$ cat src/rtl/lightpkg.sv
// Shared bike-light definitions: output mode encodings and pattern generator defaults.
package lightpkg;

  // One-hot so the output mux can select directly on the mode bits.
  typedef enum logic [3:0] {
    s_OFF   = 4'b0001,
    s_ON    = 4'b0010,
    s_BLINK = 4'b0100,
    s_DIM   = 4'b1000
  } light_mode_e;

  localparam int unsigned LgPrescale       = 4;
  localparam int unsigned LgPwmW           = 2;
  localparam int unsigned LgBlinkPeriods   = 2;
  localparam int unsigned LgDimDutyDefault = 1;

endpackage

$ cat src/rtl/mod_counter.sv
// Modulo counter with count enable, synchronous clear and a terminal-count strobe.
module mod_counter #(
  parameter int unsigned Width    = 2,
  parameter int unsigned MaxCount = 3
) (
  input  logic             clk,
  input  logic             reset,
  input  logic             en,
  input  logic             clr,
  output logic [Width-1:0] cnt,
  output logic             tc
);

  logic [Width-1:0] cnt_d, cnt_q;

  assign cnt = cnt_q;
  assign tc  = en & (cnt_q == Width'(MaxCount));

  always_comb begin
    cnt_d = cnt_q;
    if (clr || tc) begin
      cnt_d = '0;
    end else if (en) begin
      cnt_d = cnt_q + Width'(1);
    end
  end

  always_ff @(posedge clk or posedge reset) begin
    if (reset) begin
      cnt_q <= '0;
    end else begin
      cnt_q <= cnt_d;
    end
  end

endmodule

$ cat src/rtl/light_pattern_gen.sv
// Blink and PWM dim pattern source driven by clock-enable counters on the system clock.
// Optional LIGHTGEN_BREATHE_EN adds a breathe input that ramps the dim duty up and down.
module light_pattern_gen
  import lightpkg::*;
#(
  parameter int unsigned PRESCALE         = LgPrescale,
  parameter int unsigned PWM_W            = LgPwmW,
  parameter int unsigned BLINK_PERIODS    = LgBlinkPeriods,
  parameter int unsigned DIM_DUTY_DEFAULT = LgDimDutyDefault
) (
  input  logic           clk,
  input  logic           reset,
  input  logic           enable,
  input  logic [PWM_W:0] duty,
`ifdef LIGHTGEN_BREATHE_EN
  input  logic           breathe,
`endif
  output logic           blink,
  output logic           dim,
  output logic           pwm_wrap
);

  localparam int unsigned PreW   = (PRESCALE > 1) ? $clog2(PRESCALE) : 1;
  localparam int unsigned BlinkW = (BLINK_PERIODS > 1) ? $clog2(BLINK_PERIODS) : 1;
  localparam int unsigned DutyW  = PWM_W + 1;
  localparam int unsigned PwmMax = (1 << PWM_W) - 1;
  localparam logic [PWM_W:0] DefDuty  = DutyW'(DIM_DUTY_DEFAULT);
  localparam logic [PWM_W:0] FullDuty = DutyW'(1 << PWM_W);

  logic [PreW-1:0]   pre_cnt;
  logic [PWM_W-1:0]  pwm_cnt;
  logic [BlinkW-1:0] blink_cnt;
  logic              tick, wrap, blink_tc, clr;
  logic [PWM_W:0]    duty_d, duty_q;
  logic              blink_q, dim_q, wrap_q;

  assign clr = ~enable;

  mod_counter #(
    .Width    (PreW),
    .MaxCount (PRESCALE - 1)
  ) u_pre (
    .clk   (clk),
    .reset (reset),
    .en    (enable),
    .clr   (clr),
    .cnt   (pre_cnt),
    .tc    (tick)
  );

  mod_counter #(
    .Width    (PWM_W),
    .MaxCount (PwmMax)
  ) u_pwm (
    .clk   (clk),
    .reset (reset),
    .en    (tick),
    .clr   (clr),
    .cnt   (pwm_cnt),
    .tc    (wrap)
  );

  mod_counter #(
    .Width    (BlinkW),
    .MaxCount (BLINK_PERIODS - 1)
  ) u_blink (
    .clk   (clk),
    .reset (reset),
    .en    (wrap),
    .clr   (clr),
    .cnt   (blink_cnt),
    .tc    (blink_tc)
  );

`ifdef LIGHTGEN_BREATHE_EN
  logic dir_up_d, dir_up_q;

  // Triangle ramp 0..FullDuty; direction flips when an end value is reached.
  always_comb begin
    duty_d   = duty_q;
    dir_up_d = dir_up_q;
    if (wrap) begin
      if (!breathe) begin
        duty_d = duty;
      end else if (dir_up_q && (duty_q >= FullDuty)) begin
        dir_up_d = 1'b0;
        duty_d   = duty_q - DutyW'(1);
      end else if (!dir_up_q && (duty_q == '0)) begin
        dir_up_d = 1'b1;
        duty_d   = duty_q + DutyW'(1);
      end else if (dir_up_q) begin
        duty_d = duty_q + DutyW'(1);
      end else begin
        duty_d = duty_q - DutyW'(1);
      end
    end
  end

  always_ff @(posedge clk or posedge reset) begin
    if (reset) begin
      dir_up_q <= 1'b1;
    end else begin
      dir_up_q <= dir_up_d;
    end
  end
`else
  // Shadowed so a mid-period duty change only takes effect at the next period.
  always_comb begin
    duty_d = duty_q;
    if (wrap) begin
      duty_d = duty;
    end
  end
`endif

  always_ff @(posedge clk or posedge reset) begin
    if (reset) begin
      duty_q  <= DefDuty;
      blink_q <= 1'b0;
      dim_q   <= 1'b0;
      wrap_q  <= 1'b0;
    end else begin
      duty_q <= duty_d;
      wrap_q <= wrap;
      dim_q  <= enable & ({1'b0, pwm_cnt} < duty_q);
      if (!enable) begin
        blink_q <= 1'b0;
      end else if (blink_tc) begin
        blink_q <= ~blink_q;
      end
    end
  end

  assign blink    = blink_q;
  assign dim      = dim_q;
  assign pwm_wrap = wrap_q;

endmodule

$ cat config.mk
export PLATFORM = sky130hd
export DESIGN_NAME = light_pattern_gen
export DESIGN_NICKNAME = d
export VERILOG_FILES = /design/src/rtl/lightpkg.sv /design/src/rtl/mod_counter.sv /design/src/rtl/light_pattern_gen.sv
export SDC_FILE = /design/constraint.sdc
export NUM_CORES = 1
export LEC_CHECK = 0
export ABC_AREA = 1
export CORE_AREA = 2 2 39 41
export CTS_CLUSTER_DIAMETER = 50
export DETAILED_ROUTE_END_ITERATION = 7
export DIE_AREA = 0 0 41 43
export PLACE_DENSITY = 0.58
export SLEW_MARGIN = 20
export SYNTH_ARGS = -nofsm -noshare
export SYNTH_HDL_FRONTEND = slang
export SYNTH_SLANG_ARGS = --single-unit
$ cat constraint.sdc
create_clock -name clk -period 2.9 [get_ports clk]
set_input_delay 0.29 -clock clk [delete_from_list [all_inputs] [get_ports clk]]
set_output_delay 0.29 -clock clk [all_outputs]
set_load 0.1 [all_outputs]
## Yosys cells after proc, flatten, opt, wreduce, memory -nomap -nowiden

Cells that the tools add are included.

| storage, ports and cells | value |
|---|---|
| register bits after elaboration | 11 |
| input bits | 6 |
| output and inout bits | 3 |
| word-level logic and storage cells | 34 |

| cells by class | value |
|---|---|
| $add $sub $neg | 3 |
| $lt $le $gt $ge | 1 |
| eq/ne operators | 3 |
| multiplexer cells | 8 |
| bitwise logic cells | 6 |
| reduce and logical (&&, ||, !) cells | 6 |

Operators with widths:

| cell | count |
|---|---|
| $mux 2 | 4 |
| $reduce_bool 2->1 | 3 |
| $add 2x1->2 const B | 2 |
| $and 1x1->1 | 4 |
| $eq 2x2->1 const B | 2 |
| $mux 1 | 4 |
| $logic_or 1x1->1 | 3 |
| $lt 2x3->1 | 1 |
| $ne 2x1->1 const B | 1 |
| $not 1->1 | 2 |
| $add 1x1->1 const B | 1 |

## Depth between registers and ports, before layout

| logic depth | value |
|---|---|
| depth after elaboration | 6 |
| depth in mapped cells | 6 |
| depth with buffers taken out | 6 |

## By module

A second synthesis with hierarchy kept.

| unflattened totals | value |
|---|---|
| cells, all modules | 70 |
| area total of the unflattened synthesis | 533.0 sq um |

By module, submodules not included:

| module | times used | cells each | area an instance (sq um) | sequential area each (sq um) |
|---|---|---|---|---|
| light_pattern_gen | 1 | 28 | 246.5 | 151.4 |
| mod_counter (u_pre ...) | 2 | 17 | 116.4 | 50.0 |
| mod_counter (u_blink) | 1 | 8 | 53.8 | 25.0 |

## Worst setup path before layout

No wires, ideal clock.

| timing | value |
|---|---|
| path type | reg2reg |
| from | reg blink_q, in the netlist blink |
| to | reg blink_q, in the netlist blink |
| setup time | 121 ps |
| data arrival time | 1151 ps |
| data required time | 2779 ps |
| slack | 1629 ps |
| stages on the path, launching flop included | 4 |
| path buffers | 0 |
| period minus slack after synthesis | 1271 ps |
| cell sequence | dfrtp_1 inv_1 nand4_1 nand2_1 |

| between the ends | value |
|---|---|
| cells in the longest elaborated chain, start to end | 3 |

Ends and longest elaborated chain:

| item | line | RTL |
|---|---|---|
| start: declaration | light_pattern_gen.sv:35 | `logic blink_q, dim_q, wrap_q;` |
| start signal: assignment | light_pattern_gen.sv:129 | `blink_q <= ~blink_q;` |
| $not 1->1 | light_pattern_gen.sv:129 |  |
| $mux 1 | light_pattern_gen.sv:128 | `end else if (blink_tc) begin` |
| $mux 1 | light_pattern_gen.sv:126 | `if (!enable) begin` |

Every way passes these cells. The select of a mux whose other input is x is not followed.
A chain may end at the register's enable or synchronous reset.

## Worst setup path after layout

| timing | value |
|---|---|
| from | in enable |
| to | reg u_blink.cnt_q, in the netlist u_blink.cnt |

| between the ends | value |
|---|---|
| cells in the longest elaborated chain, start to end | 5 |
| elaborated cells on any way between the ends | 7 |
| those cells by class | mux (1); bitwise (4); reduce/logical (2) |

Ends and longest elaborated chain:

| item | line | RTL |
|---|---|---|
| start: declaration | light_pattern_gen.sv:13 | `input logic enable,` |
| $and 1x1->1 * (2 in a row) | mod_counter.sv:17 | `assign tc = en & (cnt_q == Width'(MaxCount));` |
| named net u_blink.en | mod_counter.sv:8 | `input logic en,` |
| $and 1x1->1 | mod_counter.sv:17 |  |
| $logic_or 1x1->1 | mod_counter.sv:21 | `if (clr \|\| tc) begin` |
| $mux 1 or $reduce_bool 2->1 (tied branches) | n/a |  |
| end signal: assignment | mod_counter.sv:32 | `cnt_q <= cnt_d;` |
| end: declaration | mod_counter.sv:14 | `logic [Width-1:0] cnt_d, cnt_q;` |

Mark *: on every way through the listed nets, which the timed path passes. The rest lies on a longest branch.

==> run metrics <==
maximum VDD drop=0.261 mV; most area-hungry cell type in the Yosys netlist=dfrtp_1; CTS tree=built; cts bufs inserted=3; Area Growth Syn to Fin=21.8%; Tcrit/Tclk final=0.457; Crit path buffers/inverters=2; proportion of synthesized area in mux cells=0; CP max stage delay=0.70 ns; IO Count=9; Crit Path Max Fanout=11; DR vias=356; Tmin final=1.33 ns; WP depth=6; GRT overflow=0; DRT Pass-1 Iters=4; vias in the first global route=345; worst skew pair latency=0.26 ns; # rows=14; Final Util=0.450; post-route antenna net violation count=0; Post-Syn Nets=64; critical path class=primary input to flop; Starting Density=0.370; Sink Count=11; gpl congestion=0.680; R2R depth=6; Slew @ Worst Pin=0.407 ns; sequential area share after synthesis=0.540; crit-path cells=clkdlybuf4s50_1, nand2_2, nor2_8, inv_2, nand3_1, nand2_1; post-synthesis compound-gate area fraction=0.0391; post-synthesis xor/xnor area fraction=0; dpl hpwl=598 um; # Post-CTS Setup Buffers=0; DR WL/cell=9.74 um; DRT Wirelength=799 um; Die Span Y=43 um; commonest non-fill, non-tap cell in the layout=nand2_1; initial antenna violation count=0; pins over their slew limit=0; final hold violations=0; total track usage=0.129; first-pass GRT wire length=1.46 mm; CTS Root Cell=clkbuf_4; routed vias/inst=4.34; PD cells=471 nW/um^2; Post-Syn Area=512 um^2; syn avg cell area=9.30 um^2; share of the synthesized area in the top cell type=0.489; hold buffers post-CTS=0; RSZ-0062 raised after global routing=false; Post-route DRC=0; clock transition at the registers of the reported paths=0.07 ns; die area=1760 um^2; Clock Path Buffers=2; Hold WS=0.307 ns; CP top delay family=buffers and inverters; antenna cell count=0; Final nets=76; Setup Viol. Count Final=0; CP max stage cell=clkdlybuf4s50_1; largest family of logic cells by synthesized area=simple AND/OR/NAND/NOR gates; Rel. slew slack=0.728; Post-Synth Adder-Cell Area=0.0733; post-CTS resize count=0; Hold Path Class=primary input to async pin; fillcell total=138; Area contributors post-synth=dfrtp_1 (49%), nand2_1 (8.1%), ha_1 (7.3%); worst path required time=3.05 ns; max capacitance violation total=0; cells after synthesis=55; H-Tree Level Count=1; crit end category=flop; Leak=0.000336 uW; most frequent cells in the layout=nand2_1 (11), inv_1 (10), dfrtp_1 (10); Iteration-0 DRC Markers=4; final setup TNS=0 ns; Netlist cell types=15; Post-Synth Simple-Gate Area=0.252; fmax=0.754 GHz; CP arrival=1.48 ns; Core ar.=1380 um^2; status=finished clean; synth warn=0; pin count of the biggest net entering global routing=12; total power=294 uW; Final Skew=0.00145 ns; layout cell share with drive strength beyond 1=0.152; Seq cells post-synth=11; CP Launch Type=primary input; Die X=41 um; port bufs=8
[where the power goes]
part           switching [uW]  total [uW]  internal, uW
sequential               2.62         161           159
combinational            18.1        29.7          11.6
clock                    49.7         103          53.2
total                    70.4         294           223
[path summary, 6_finish.rpt]
check	end	startpoint	slack, ns
max	u_blink.cnt	enable	1.57
min	u_pre.cnt[1]	reset	0.31
max reg2reg	u_blink.cnt	u_pwm.cnt[0]	1.75
min reg2reg	u_pre.cnt[0]	u_pre.cnt[0]	0.44
max in group asynchronous	duty_q[0]	reset	2.27
min in group clk	u_pre.cnt[0]	u_pre.cnt[0]	0.44
[metrics by stage]
step | instances | instance area (um^2) | setup slack, ns
after floorplan | 55 | 512 | 1.63
after global placement | 78 | 597 | 1.30
after detailed placement | 78 | 597 | 1.29
after CTS | 82 | 623 | 1.57
after global routing | 82 | 623 | 1.45
final | 82 | 623 | 1.57
[cell families (layout without fill, tap and decap cells)]
logic type      count (synthesis)  in the layout
compound gates                  4              4
fa+ha+maj                       3              3
buf+inv                        12             23
flops                          11             11
simple gates                   25             25
[routing by layer]
| metal | wire length (um) | global-route usage | vias to the layer above |
|---|---|---|---|
| met3 | 18 | 0.0314 | 2 |
| met4 | 13 | 0.120 | 0 |
| met2 | 377 | 0.159 | 4 |
| li1 | - | - | 193 |
| met1 | 389 | 0.173 | 157 |
| met5 | 0 | 0 | - |
[synth_stat cells]
cell type and count:
nor2_8 1, nand3_1 6, dfrtp_1 10, o21ai_0 2, nand2_1 11, buf_4 1, inv_1 10, o21ai_1 2
nor2_1 3, ha_1 3, dfstp_2 1, nand2_2 1, nand4_1 2, nand3b_1 1, inv_2 1
[flip-flops by register name, summed over array words and instances, names as in the netlist]
| name | count |
|---|---|
| pwm_wrap | 1 |
| blink | 1 |
| u_pwm.cnt | 2 |
| u_blink.cnt | 1 |
| duty_q | 3 |
| u_pre.cnt | 2 |
| dim | 1 |
[worst register-to-register path: cells and delay by family, from the launching register on]
family	cells	cell delay, ns
buffers and inverters	2	0.15
adder cells (fa/ha/maj)	1	0.19
AND/OR/NAND/NOR	3	0.30
flip-flops	1	0.40
[layout make-up]
cell class	count	area [um^2]	area share
Sequential cell	11	277	0.444
Tap cell	16	20.0	0.0321
Multi-Input combinational cell	32	186	0.299
Clock buffer	4	26.3	0.0422
Inverter	11	41.3	0.0663
Timing Repair Buffer	8	72.6	0.116
No activity file was read; power rests on OpenSTA's default activity.
